File: src/rtl/Pipe_Buf_Reg_PKG.sv
// Shared pipeline-buffer types: fetch-queue entry layout and front-end state encoding.
// The entry struct is sized for the default fetch_queue configuration (PC_W=9, INS_W=32).
package Pipe_Buf_Reg_PKG;

    localparam int FQ_PC_W  = 9;
    localparam int FQ_INS_W = 32;

    typedef struct packed {
        logic [FQ_PC_W-1:0]  pc;
        logic [FQ_INS_W-1:0] instr;
    } fq_entry_t;

    typedef enum logic [0:0] {
        RESET = 1'b0,
        RUN   = 1'b1
    } fq_state_e;

endpackage

File: src/rtl/fq_fifo.sv
// Parametrised circular FIFO with pointers, count and a synchronous flush.
module fq_fifo #(
    parameter int W     = 41,
    parameter int DEPTH = 4,
    localparam int AW   = $clog2(DEPTH),
    localparam int CW   = $clog2(DEPTH + 1)
) (
    input  logic          clk,
    input  logic          reset_n,
    input  logic          push,
    input  logic          pop,
    input  logic          flush,
    input  logic [W-1:0]  wdata,
    output logic          full,
    output logic          empty,
    output logic [CW-1:0] count,
    output logic [W-1:0]  head
);

    logic [W-1:0]  mem_r [DEPTH];
    logic [AW-1:0] wr_ptr_r;
    logic [AW-1:0] rd_ptr_r;
    logic [CW-1:0] count_r;
    logic          push_ok_s;
    logic          pop_ok_s;

    assign full  = (count_r == CW'(DEPTH));
    assign empty = (count_r == {CW{1'b0}});
    assign count = count_r;
    assign head  = mem_r[rd_ptr_r];

    // Qualify requests: pop needs data, push needs room or a same-cycle pop.
    always_comb begin
        pop_ok_s  = 1'b0;
        push_ok_s = 1'b0;
        if (!flush) begin
            pop_ok_s  = pop && !empty;
            push_ok_s = push && (!full || pop_ok_s);
        end else begin
            pop_ok_s  = 1'b0;
            push_ok_s = 1'b0;
        end
    end

    // Entry storage; contents are don't-care until written.
    always_ff @(posedge clk) begin
        if (push_ok_s) begin
            mem_r[wr_ptr_r] <= wdata;
        end
    end

    // Pointer and count state.
    always_ff @(posedge clk or negedge reset_n) begin
        if (!reset_n) begin
            wr_ptr_r <= {AW{1'b0}};
            rd_ptr_r <= {AW{1'b0}};
            count_r  <= {CW{1'b0}};
        end else if (flush) begin
            wr_ptr_r <= {AW{1'b0}};
            rd_ptr_r <= {AW{1'b0}};
            count_r  <= {CW{1'b0}};
        end else begin
            if (push_ok_s) wr_ptr_r <= wr_ptr_r + AW'(1);
            if (pop_ok_s)  rd_ptr_r <= rd_ptr_r + AW'(1);
            case ({push_ok_s, pop_ok_s})
                2'b10:   count_r <= count_r + CW'(1);
                2'b01:   count_r <= count_r - CW'(1);
                default: count_r <= count_r;
            endcase
        end
    end

    fq_fifo_chk u_chk (
        .clk     (clk),
        .reset_n (reset_n),
        .push    (push),
        .pop     (pop_ok_s),
        .full    (full)
    );

endmodule

File: src/rtl/fq_fifo_chk.sv
// Checker for fq_fifo: a push into a full queue is only legal together with a pop.
module fq_fifo_chk (
    input logic clk,
    input logic reset_n,
    input logic push,
    input logic pop,
    input logic full
);

    a_no_push_when_full: assert property (@(posedge clk) disable iff (!reset_n)
        !(push && full && !pop));

endmodule

File: src/rtl/fetch_queue.sv
// Instruction-fetch front end: PC generation, request issue, redirect kill and prefetch queue.
// Optional feature macro: FETCH_QUEUE_BYPASS_EN (empty-queue response bypass to if_*).
module fetch_queue
    import Pipe_Buf_Reg_PKG::*;
#(
    parameter int               PC_W     = 9,
    parameter int               INS_W    = 32,
    parameter int               DEPTH    = 4,
    parameter logic [PC_W-1:0]  RESET_PC = {PC_W{1'b0}},
    localparam int              CW       = $clog2(DEPTH + 1)
) (
    input  logic              clk,
    input  logic              reset_n,
    output logic              imem_req,
    output logic [PC_W-1:0]   imem_addr,
    input  logic [INS_W-1:0]  imem_rdata,
    input  logic              redirect,
    input  logic [PC_W-1:0]   redirect_pc,
    input  logic              halt,
    output logic              if_valid,
    output logic [PC_W-1:0]   if_pc,
    output logic [INS_W-1:0]  if_instr,
    input  logic              if_ready,
    output logic [CW-1:0]     occupancy
);

    typedef struct packed {
        logic [PC_W-1:0]  pc;
        logic [INS_W-1:0] instr;
    } entry_t;

    fq_state_e       state_r;
    fq_state_e       next_state_s;
    logic [PC_W-1:0] fetch_pc_r;
    logic [PC_W-1:0] issued_pc_r;
    logic            inflight_r;
    logic            kill_r;
    logic            issue_s;
    logic [CW:0]     outstanding_s;
    logic            resp_s;
    logic            bypass_s;
    logic            fifo_push_s;
    logic            fifo_pop_s;
    logic            empty_s;
    logic            full_s;
    logic [CW-1:0]   count_s;
    entry_t          head_s;
    entry_t          wentry_s;
    logic            unused_s;

    assign unused_s  = ^{redirect_pc[1:0], full_s};
    assign imem_req  = issue_s;
    assign imem_addr = fetch_pc_r;
    assign occupancy = count_s;
    assign wentry_s  = '{pc: issued_pc_r, instr: imem_rdata};

    // Front-end state: one idle cycle after reset, then run forever.
    always_ff @(posedge clk or negedge reset_n) begin
        if (!reset_n) state_r <= RESET;
        else          state_r <= next_state_s;
    end

    // Next-state logic.
    always_comb begin
        next_state_s = state_r;
        case (state_r)
            RESET:   next_state_s = RUN;
            RUN:     next_state_s = RUN;
            default: next_state_s = RESET;
        endcase
    end

    // Issue only while entries already held plus the one in flight leave room.
    always_comb begin
        outstanding_s = {1'b0, count_s} + {{CW{1'b0}}, inflight_r};
        if ((state_r == RUN) && !halt && !redirect && (outstanding_s < (CW+1)'(DEPTH))) begin
            issue_s = 1'b1;
        end else begin
            issue_s = 1'b0;
        end
    end

    // PC, in-flight tracking and kill; a redirect overrides any increment.
    always_ff @(posedge clk or negedge reset_n) begin
        if (!reset_n) begin
            fetch_pc_r  <= RESET_PC;
            issued_pc_r <= {PC_W{1'b0}};
            inflight_r  <= 1'b0;
            kill_r      <= 1'b0;
        end else begin
            inflight_r <= issue_s;
            kill_r     <= redirect && inflight_r;
            if (redirect) begin
                fetch_pc_r <= {redirect_pc[PC_W-1:2], 2'b00};
            end else if (issue_s) begin
                fetch_pc_r <= fetch_pc_r + PC_W'(4);
            end else begin
                fetch_pc_r <= fetch_pc_r;
            end
            if (issue_s) issued_pc_r <= fetch_pc_r;
        end
    end

    // A response arriving in a redirect cycle belongs to the old path.
    always_comb begin
        resp_s = inflight_r && !kill_r && !redirect;
`ifdef FETCH_QUEUE_BYPASS_EN
        bypass_s = resp_s && empty_s;
`else
        bypass_s = 1'b0;
`endif
        fifo_pop_s  = !empty_s && if_ready && !redirect;
        fifo_push_s = resp_s && !(bypass_s && if_ready);
    end

    // Decode-side view: queue head, else the bypassed response, else zeros.
    always_comb begin
        if_valid = 1'b0;
        if_pc    = {PC_W{1'b0}};
        if_instr = {INS_W{1'b0}};
        if (!empty_s) begin
            if_valid = 1'b1;
            if_pc    = head_s.pc;
            if_instr = head_s.instr;
        end else if (bypass_s) begin
            if_valid = 1'b1;
            if_pc    = issued_pc_r;
            if_instr = imem_rdata;
        end else begin
            if_valid = 1'b0;
        end
    end

    fq_fifo #(
        .W     ($bits(entry_t)),
        .DEPTH (DEPTH)
    ) u_fifo (
        .clk     (clk),
        .reset_n (reset_n),
        .push    (fifo_push_s),
        .pop     (fifo_pop_s),
        .flush   (redirect),
        .wdata   (wentry_s),
        .full    (full_s),
        .empty   (empty_s),
        .count   (count_s),
        .head    (head_s)
    );

endmodule

File: config.mk
export PLATFORM = sky130hd
export DESIGN_NAME = fetch_queue
export DESIGN_NICKNAME = d
export VERILOG_FILES = /design/src/rtl/Pipe_Buf_Reg_PKG.sv /design/src/rtl/fq_fifo.sv /design/src/rtl/fq_fifo_chk.sv /design/src/rtl/fetch_queue.sv
export SDC_FILE = /design/constraint.sdc
export NUM_CORES = 1
export LEC_CHECK = 0
export BUFFER_PORTS_ARGS = -buffer_cell sky130_fd_sc_hd__buf_4
export CORE_UTILIZATION = 35
export CTS_CLUSTER_DIAMETER = 60
export DETAILED_ROUTE_END_ITERATION = 10
export PLACE_DENSITY_LB_ADDON = 0.3
export SYNTH_ARGS = -nofsm -noshare
export SYNTH_HDL_FRONTEND = slang
export SYNTH_HIERARCHICAL = 1
export SYNTH_SLANG_ARGS = --single-unit
File: constraint.sdc
create_clock -name clk -period 4.8 [get_ports clk]
set_input_delay 0.48 -clock clk [delete_from_list [all_inputs] [get_ports clk]]
set_output_delay 0.48 -clock clk [all_outputs]
set_load 0.005 [all_outputs]
==> results of run 1 <==
==> path summary, 6_finish.rpt <==
check / slack, ns / to / depth (start not counted)
worst max-delay path: 1.88 / if_instr[31] / 3
worst min-delay path: 0.25 / u_fifo/mem_r[2][29] / 1
worst max register to register: 1.98 / u_fifo/mem_r[3][9] / 7
min in group asynchronous: 0.47 / state_r / 2
worst min register to register: 0.52 / u_fifo/mem_r[2][39] / 0
max in group asynchronous: 4.06 / u_fifo/rd_ptr_r[0] / 2
==> registers in the layout, indices dropped and copies added, names as in the netlist <==
signal,count
imem_addr,7
inflight_r,1
issued_pc_r,7
kill_r,1
state_r,1
u_fifo/count,3
u_fifo/mem_r,164
u_fifo/rd_ptr_r,2
u_fifo/wr_ptr_r,2
==> power groups by stage <==
stage | registers [W] | logic, W | clock network [W]
after floorplan | 0.00187 | 0.0000500 | 0
after global placement | 0.00187 | 0.000120 | 0
after detailed placement | 0.00187 | 0.000125 | 0
after CTS | 0.00184 | 0.000126 | 0.00140
after global routing | 0.00184 | 0.000138 | 0.00146
final | 0.00184 | 0.000123 | 0.00137
==> layout make-up <==
type,instances,share of cell area
Timing Repair Buffer,105,0.0861
Clock buffer,17,0.0463
Tap cell,275,0.0375
Clock inverter,15,0.0172
Inverter,9,0.00368
Sequential cell,188,0.602
Multi-Input combinational cell,194,0.207
==> stage by stage <==
stage | cell area [µm²] | power, W
final | 9190 | 0.00333
after global routing | 9190 | 0.00344
after CTS | 9190 | 0.00337
after detailed placement | 8590 | 0.00200
after global placement | 8590 | 0.00199
after floorplan | 7580 | 0.00192
==> layer usage <==
metal,wire [µm],GRT usage
met3,668,0.0413
met4,128,0.0459
met1,5860,0.160
met2,7270,0.226
met5,0,0
==> worst reg2reg max path, cell delays in order, from the launching register on <==
cell and delay [ns]:
dfrtp_1 0.62, nor3_2 0.10, nor3b_1 0.19, buf_4 0.20
nor4b_2 0.08, nor3_1 0.27, and2_2 0.57, buf_4 0.43
==> results.ini, run 1 <==
[setup_path]
cp-end-kind=output pin
cp.arrival_ns=2.44
crit_fanout=43
required_ns=4.32
crit_type=flop to output pin
slowest_stage=dfrtp_4
critPathBufInv=1
crit_chain=mux4_2 -> nor2b_1 -> buf_4
cpPeakStageDelay_ns=1.03
worstReg2RegStart=u_fifo/count[2]
cp_top_family=flip-flops
startpoint=u_fifo/rd_ptr_r[0]
startpoint_type=flop

[cts]
cts_tree=yes
clock_path_buffers=2
cts_resized=0
cts.htree.levels=4
postCtsSetupBuffers=0
cts_made_buffers=17
clkSinkCount=188
root_buffer=clkbuf_16
clk_pin_slew_worst_paths_ns=0.07
ctsHoldBuffers=1
clk_latency_ns=0.43

[route]
remaining_drc_errors=0
drt_iter0_markers=146
wirelength_mm=13.9
detail-route-antenna-nets=0
dr_total_vias=3850
viasPerCell=4.79
first_pass_iters=4
wl_per_cell_um=17.3

[pwr]
leakagePower_nw=3.23
power_switching_w=0.000717
peakVddDrop_mv=0.218
pwr-share-comb=0.037
pwr_density_cell_nw_per_um2=362
sequentialPowerShare=0.552
p_clk_frac=0.411
p_sw_frac=0.215
internal_power_w=0.00261

[floorplan]
io_pins=101
fp.dieArea_um2=22200
rows=53
coreArea_um2=21100
die_w_um=149
start_util=0.358
die_h_um=149

[synth]
netlist_instances=406
syn_avg_cell_area_um2=18.6
ys_warn_count=6
syn_area_um2=7550

[global_routing]
grt_pass1_vias=4161
antenna_found_initial=0
track_usage=0.133
grt_max_degree=44
grt-ovfl-total=0
grt_pass1_wl_mm=21.9

[final_layout]
syn2layout_area_growth_pct=21.7
final_util=0.436
fin_cells=803
mostFrequentLayoutCell=edfxtp_1
fin_nets=567
nFillCells=1884
multi_input_area_um2=1900
most-common-layout-cells=164 x edfxtp_1, 104 x buf_4, 41 x nor2b_1, 41 x mux4_2, 26 x nand2_1
antenna_cells=0
drive_gt1_frac=0.362
register_area_um2=5530

[place]
dp_cells=770
place_hpwl_mm=8.40
portBuffers=96
dp_slack_ns=1.87
gp_congestion=0.711

[sta]
worstMarginPinSlew_ns=1.15
max-slew-margin-rel=0.232
period_minus_slack_ns=2.92
max_freq_mhz=343
fin_ws_ns=1.88
rsz0062_at_grt=false
setup-tns-final_ns=0
setup_violations=0
hold_slack_ns=0.250
slew_violations=0
hold_violations=0
fin_skew_ns=0.0132
fin_crit_sh=0.608

[run]
maxCapViolations=0

[outcome]
status=finished clean

[min_path]
worstHoldStart=imem_rdata[29]
hold_path.class=input port to flop

Power figures use the tool's default switching activity.
==> run 2: changes to the inputs <==
--- a/config.mk
+++ b/config.mk
@@ -5,6 +5,7 @@
 export SDC_FILE = /design/constraint.sdc
 export NUM_CORES = 1
 export LEC_CHECK = 0
+export ABC_AREA = 1
 export BUFFER_PORTS_ARGS = -buffer_cell sky130_fd_sc_hd__buf_4
 export CORE_UTILIZATION = 35
 export CTS_CLUSTER_DIAMETER = 60
==> constraint.sdc (replaced) <==
create_clock -name clk -period 2.8 [get_ports clk]
set_input_delay 0.28 -clock clk [delete_from_list [all_inputs] [get_ports clk]]
set_output_delay 0.28 -clock clk [all_outputs]
set_load 0.005 [all_outputs]
==> results.ini, run 2 <==
[global_routing]
antenna_found_initial=0  ; unchanged
use_met2=0.254  ; +0.0273
grtUsageMet1=0.198  ; +0.0376
grt_pass1_wl_mm=25.8  ; +18%
grt_max_degree=61  ; +39%
grt_pass1_vias=4753  ; +14%
gr-max-usage-layer=met2
grtUsageMet3=0.0380  ; -0.00333
grt-ovfl-total=0  ; unchanged
track_usage=0.153  ; +0.0196

[cts]
root_buffer=clkbuf_16
ctsHoldBuffers=1  ; unchanged
clkSinkCount=188  ; unchanged
postCtsSetupBuffers=0  ; unchanged
cts_tree=yes
clk_latency_ns=0.43  ; about the same
cts_made_buffers=17  ; unchanged
cts_resized=0  ; unchanged
clk_pin_slew_worst_paths_ns=0.07  ; about the same
clock_path_buffers=2  ; unchanged
cts.htree.levels=4  ; unchanged

[sta]
slew_violations=0  ; unchanged
fin_skew_ns=0.0172  ; +0.00400 ns
hold_violations=0  ; unchanged
rsz0062_at_grt=false
max_freq_mhz=411
worstMarginPinSlew_ns=0.619  ; -0.534 ns
hold_slack_ns=0.0430  ; -0.207 ns
max-slew-margin-rel=0.588  ; +0.356
period_minus_slack_ns=2.43
setup_violations=0  ; unchanged
setup-tns-final_ns=0  ; unchanged
fin_crit_sh=0.870

[run]
maxCapViolations=0  ; unchanged

[final_layout]
largest_reg_flops=164  ; unchanged
antenna_cells=0  ; unchanged
mostFrequentLayoutCell=edfxtp_1
regMostFlops=u_fifo/mem_r
fin_nets=814  ; +44%
drive_gt1_frac=0.226  ; -0.136
final_cell_area_um2=9520  ; +3.6%
most-common-layout-cells=164 x edfxtp_1, 126 x nor2_1, 105 x buf_4
syn2layout_area_growth_pct=22.3
fin_cells=1055  ; +31%

[floorplan]
start_util=0.357  ; -0.00135
coreArea_um2=21800  ; +3.5%
die_h_um=151  ; +1.5%
io_pins=101  ; unchanged
fp.dieArea_um2=22800  ; +3.1%
rows=54  ; +1.9%
die_w_um=151  ; +1.5%

[setup_path]
crit_fanout=60  ; +40%
worstReg2RegStart=u_fifo/count[0]
crit_type=flop to output pin
startpoint_type=flop
required_ns=2.52  ; -1.80 ns
cp.arrival_ns=2.15  ; -0.29 ns
cp-end-kind=output pin
startpoint=u_fifo/rd_ptr_r[0]

[pwr]
leakagePower_nw=3.72  ; +15%
peakVddDrop_mv=0.443  ; +100%
pwr_density_cell_nw_per_um2=716  ; +98%
total_power_w=0.00682  ; +100%

[synth]
syn_area_um2=7780  ; +3.1%
netlist_instances=656  ; +62%
syn_avg_cell_area_um2=11.9  ; -36%
ys_warn_count=6  ; unchanged

[route]
wl_per_cell_um=15.5  ; -11%
wirelength_mm=16.4  ; +18%
drt_iter0_markers=300  ; +110%
viasPerCell=4.72  ; -1.6%
dr_total_vias=4977  ; +29%
remaining_drc_errors=0  ; unchanged
detail-route-antenna-nets=0  ; unchanged
first_pass_iters=4  ; unchanged

[place]
place_hpwl_mm=9.84  ; +17%
place_area_um2=8940  ; +4.1%
gp_congestion=0.756  ; +6.2%
dp_cells=1022  ; +33%
portBuffers=96  ; unchanged

[min_path]
worstHoldStart=imem_rdata[24]
hold_path.class=input port to flop

[outcome]
status=finished clean

## run 2: report_power, final
part / switching, W / leakage [nW] / internal, W
Clock: 0.00106 / 0.250 / 0.00124
Combinational: 0.000690 / 1.69 / 0.000561
Sequential: 0.000103 / 1.78 / 0.00316
Total: 0.00186 / 3.72 / 0.00496
## run 2: final cells by class
class	count	area, µm²
clock inverter	15	140
timing repair buffer	113	938
inverter	69	273
sequential	188	5530
fill	2110	12300
clock buffer	17	425
multi-input combinational	373	1860
tap	280	350
## run 2: metrics by stage
step | utilization | worst slack, ns
final | 0.436 | 0.365
after global routing | 0.436 | 0.155
after CTS | 0.436 | 0.363
after detailed placement | 0.410 | 0.399
after global placement | 0.410 | 0.410
after floorplan | - | -0.253
## run 2: metal layers
| metal | part of all wire | wire length, µm |
|---|---|---|
| met1 | 0.46 | 7480 |
| met5 | 0 | 0 |
| met2 | 0.49 | 8070 |
| met4 | 0.0075 | 122 |
| met3 | 0.042 | 693 |
## run 2: worst paths after layout
kind / to / slack, ns / cells after the start
max in group asynchronous: u_fifo/rd_ptr_r[0] / 2.24 / 2
worst max-delay path: if_pc[8] / 0.37 / 6
worst min-delay path: u_fifo/mem_r[2][24] / 0.04 / 1
worst max register to register: u_fifo/mem_r[2][21] / 0.40 / 13
min in group asynchronous: imem_addr[6] / 0.29 / 2
worst min register to register: kill_r / 0.53 / 2
## run 2: critical path, cell delays in order (launching register included)
cell     delay, ns
dfrtp_2       0.39
buf_4         0.53
o21ai_0       0.20
o22ai_1       0.19
inv_1         0.06
nor2_1        0.20
buf_4         0.16
==> run 3: changes to the inputs <==
--- a/config.mk
+++ b/config.mk
@@ -10,7 +10,8 @@
 export CORE_UTILIZATION = 35
 export CTS_CLUSTER_DIAMETER = 60
 export DETAILED_ROUTE_END_ITERATION = 10
-export PLACE_DENSITY_LB_ADDON = 0.3
+export PLACE_DENSITY = 0.58
+export SLEW_MARGIN = 40
 export SYNTH_ARGS = -nofsm -noshare
 export SYNTH_HDL_FRONTEND = slang
 export SYNTH_HIERARCHICAL = 1
==> results.ini, run 3 (synthesis results as in run 2) <==
[floorplan]
die_w_um=151  ; unchanged
coreArea_um2=21800  ; unchanged
rows=54  ; unchanged
start_util=0.357  ; unchanged
io_pins=101  ; unchanged
fp.dieArea_um2=22800  ; unchanged
die_h_um=151  ; unchanged

[route]
dr_total_vias=4966  ; -0.22%
drt_iter0_markers=242  ; -19%
viasPerCell=4.71  ; -0.22%
detail-route-antenna-nets=0  ; unchanged
remaining_drc_errors=0  ; unchanged
wl_per_cell_um=15.3  ; -1.7%
first_pass_iters=4  ; unchanged
wirelength_mm=16.1  ; -1.7%

[sta]
fin_crit_sh=0.889  ; +0.0199
period_minus_slack_ns=2.49  ; +0.0558 ns
slew_violations=0  ; unchanged
hold_violations=0  ; unchanged
fin_ws_ns=0.309  ; -0.0558 ns
setup_violations=0  ; unchanged
rsz0062_at_grt=false
worstMarginPinSlew_ns=0.609  ; -0.00980 ns
fin_skew_ns=0.0111  ; -0.00613 ns
max-slew-margin-rel=0.594  ; +0.00653
max_freq_mhz=402  ; -2.2%

[final_layout]
fin_nets=814  ; unchanged
multi_input_area_um2=1860  ; unchanged
largest_reg_flops=164  ; unchanged
syn2layout_area_growth_pct=21.6
most-common-layout-cells=164 x edfxtp_1, 126 x nor2_1, 106 x buf_4
mostFrequentLayoutCell=edfxtp_1
drive_gt1_frac=0.225  ; -0.00129
antenna_cells=0  ; unchanged
regMostFlops=u_fifo/mem_r
register_area_um2=5530  ; about the same
nFillCells=2043  ; -3.2%

[run]
maxCapViolations=0  ; unchanged

[place]
gp_congestion=0.758  ; +0.32%
portBuffers=96  ; unchanged
dp_slack_ns=0.216  ; -0.184 ns
place_hpwl_mm=9.64  ; -2.1%

[setup_path]
startpoint=u_fifo/count[0]
endpoint=u_fifo/mem_r[2][18]
r2r_slack_ns=0.31  ; -0.09 ns
crit_fanout=28  ; -53%
startpoint_type=flop
cp.arrival_ns=2.61  ; +0.46 ns
cp-end-kind=flop
r2r_end=u_fifo/mem_r[2][18]
r2r_cells=13  ; unchanged
worstReg2RegStart=u_fifo/count[0]
required_ns=2.91  ; +0.39 ns
crit_type=flop to flop

[global_routing]
grt_pass1_wl_mm=25.6  ; -0.64%
grt_pass1_vias=4857  ; +2.2%
track_usage=0.151  ; -0.00182
antenna_found_initial=0  ; unchanged
grt-ovfl-total=0  ; unchanged
grt_max_degree=84  ; +38%

[cts]
root_buffer=clkbuf_16
clock_path_buffers=2  ; unchanged
cts.htree.levels=4  ; unchanged
cts_made_buffers=17  ; unchanged
clkSinkCount=188  ; unchanged
cts_resized=0  ; unchanged
clk_pin_slew_worst_paths_ns=0.07  ; about the same
clk_latency_ns=0.42  ; about the same
cts_tree=yes

[outcome]
status=finished clean

[pwr]
peakVddDrop_mv=0.425  ; -4.1%
total_power_w=0.00665  ; -2.5%
leakagePower_nw=3.71  ; -0.33%
pwr_density_cell_nw_per_um2=702  ; -1.9%

[min_path]
hold_path.class=input port to flop

[run 3: metal layers]
metal,routed length (µm),track usage,vias to the layer above
met5,0,0,-
met4,153,0.0440,0
met3,748,0.0428,15
met1,7020,0.182,2387
li1,-,-,2476
met2,8170,0.261,88
[run 3: metrics by stage]
step | instances | util | instance area (µm²) | hold WS [ns] | TNS [ns]
2_1_floorplan | 665 | - | 7830 | -0.0156 | -41.49
4_1_cts | 1052 | 0.432 | 9430 | 0.0326 | 0
5_1_grt | 1055 | 0.433 | 9460 | 0.0310 | 0
3_5_place_dp | 1019 | 0.408 | 8900 | 0.205 | 0
6_report | 1055 | 0.433 | 9460 | 0.0549 | 0
3_3_place_gp | 1019 | 0.408 | 8900 | 0.204 | 0
[run 3: cell type report]
type | instances | area share
clock inverters | 13 | 0.0101
flip-flops and latches | 188 | 0.584
multi-input cells | 373 | 0.197
well taps | 280 | 0.0370
repair buffers | 113 | 0.0969
clock buffers | 19 | 0.0458
inverters | 69 | 0.0288
[run 3: report_power, final]
group | internal (W) | total [W] | leakage [nW] | switching, W
combinational | 0.000558 | 0.00124 | 1.68 | 0.000678
sequential | 0.00316 | 0.00327 | 1.78 | 0.000103
clock | 0.00114 | 0.00214 | 0.249 | 0.00100
[run 3: worst max-delay path: stages (launching register included)]
cell	delay, ns
dfrtp_1	0.48
nor2_2	0.09
nand2_2	0.11
inv_2	0.05
inv_1	0.07
nand2_1	0.05
nor2_1	0.25
inv_1	0.07
nand3_1	0.11
nand2_2	0.09
inv_2	0.08
nand2_1	0.22
nor2_4	0.25
buf_12	0.25
[run 3: worst min-delay path by stage]
stage / from / to / slack [ns] / cells past startpoint
4_1_cts: imem_rdata[31] / u_fifo/mem_r[0][31] / 0.03 / 1
3_3_place_gp: reset_n / imem_addr[6] / 0.20 / 1
5_1_grt: imem_rdata[31] / u_fifo/mem_r[3][31] / 0.03 / 1
2_1_floorplan: reset_n / imem_addr[2] / -0.02 / 0
6_report: imem_rdata[27] / u_fifo/mem_r[3][27] / 0.05 / 1
3_5_place_dp: reset_n / imem_addr[5] / 0.21 / 1
[run 3: what timing repair did]
item                                   CTS  global route
hold buffers                             1             0
buffers inserted                         0             3
endpoints found under the hold margin   24             0
setup endpoints to repair                0            70
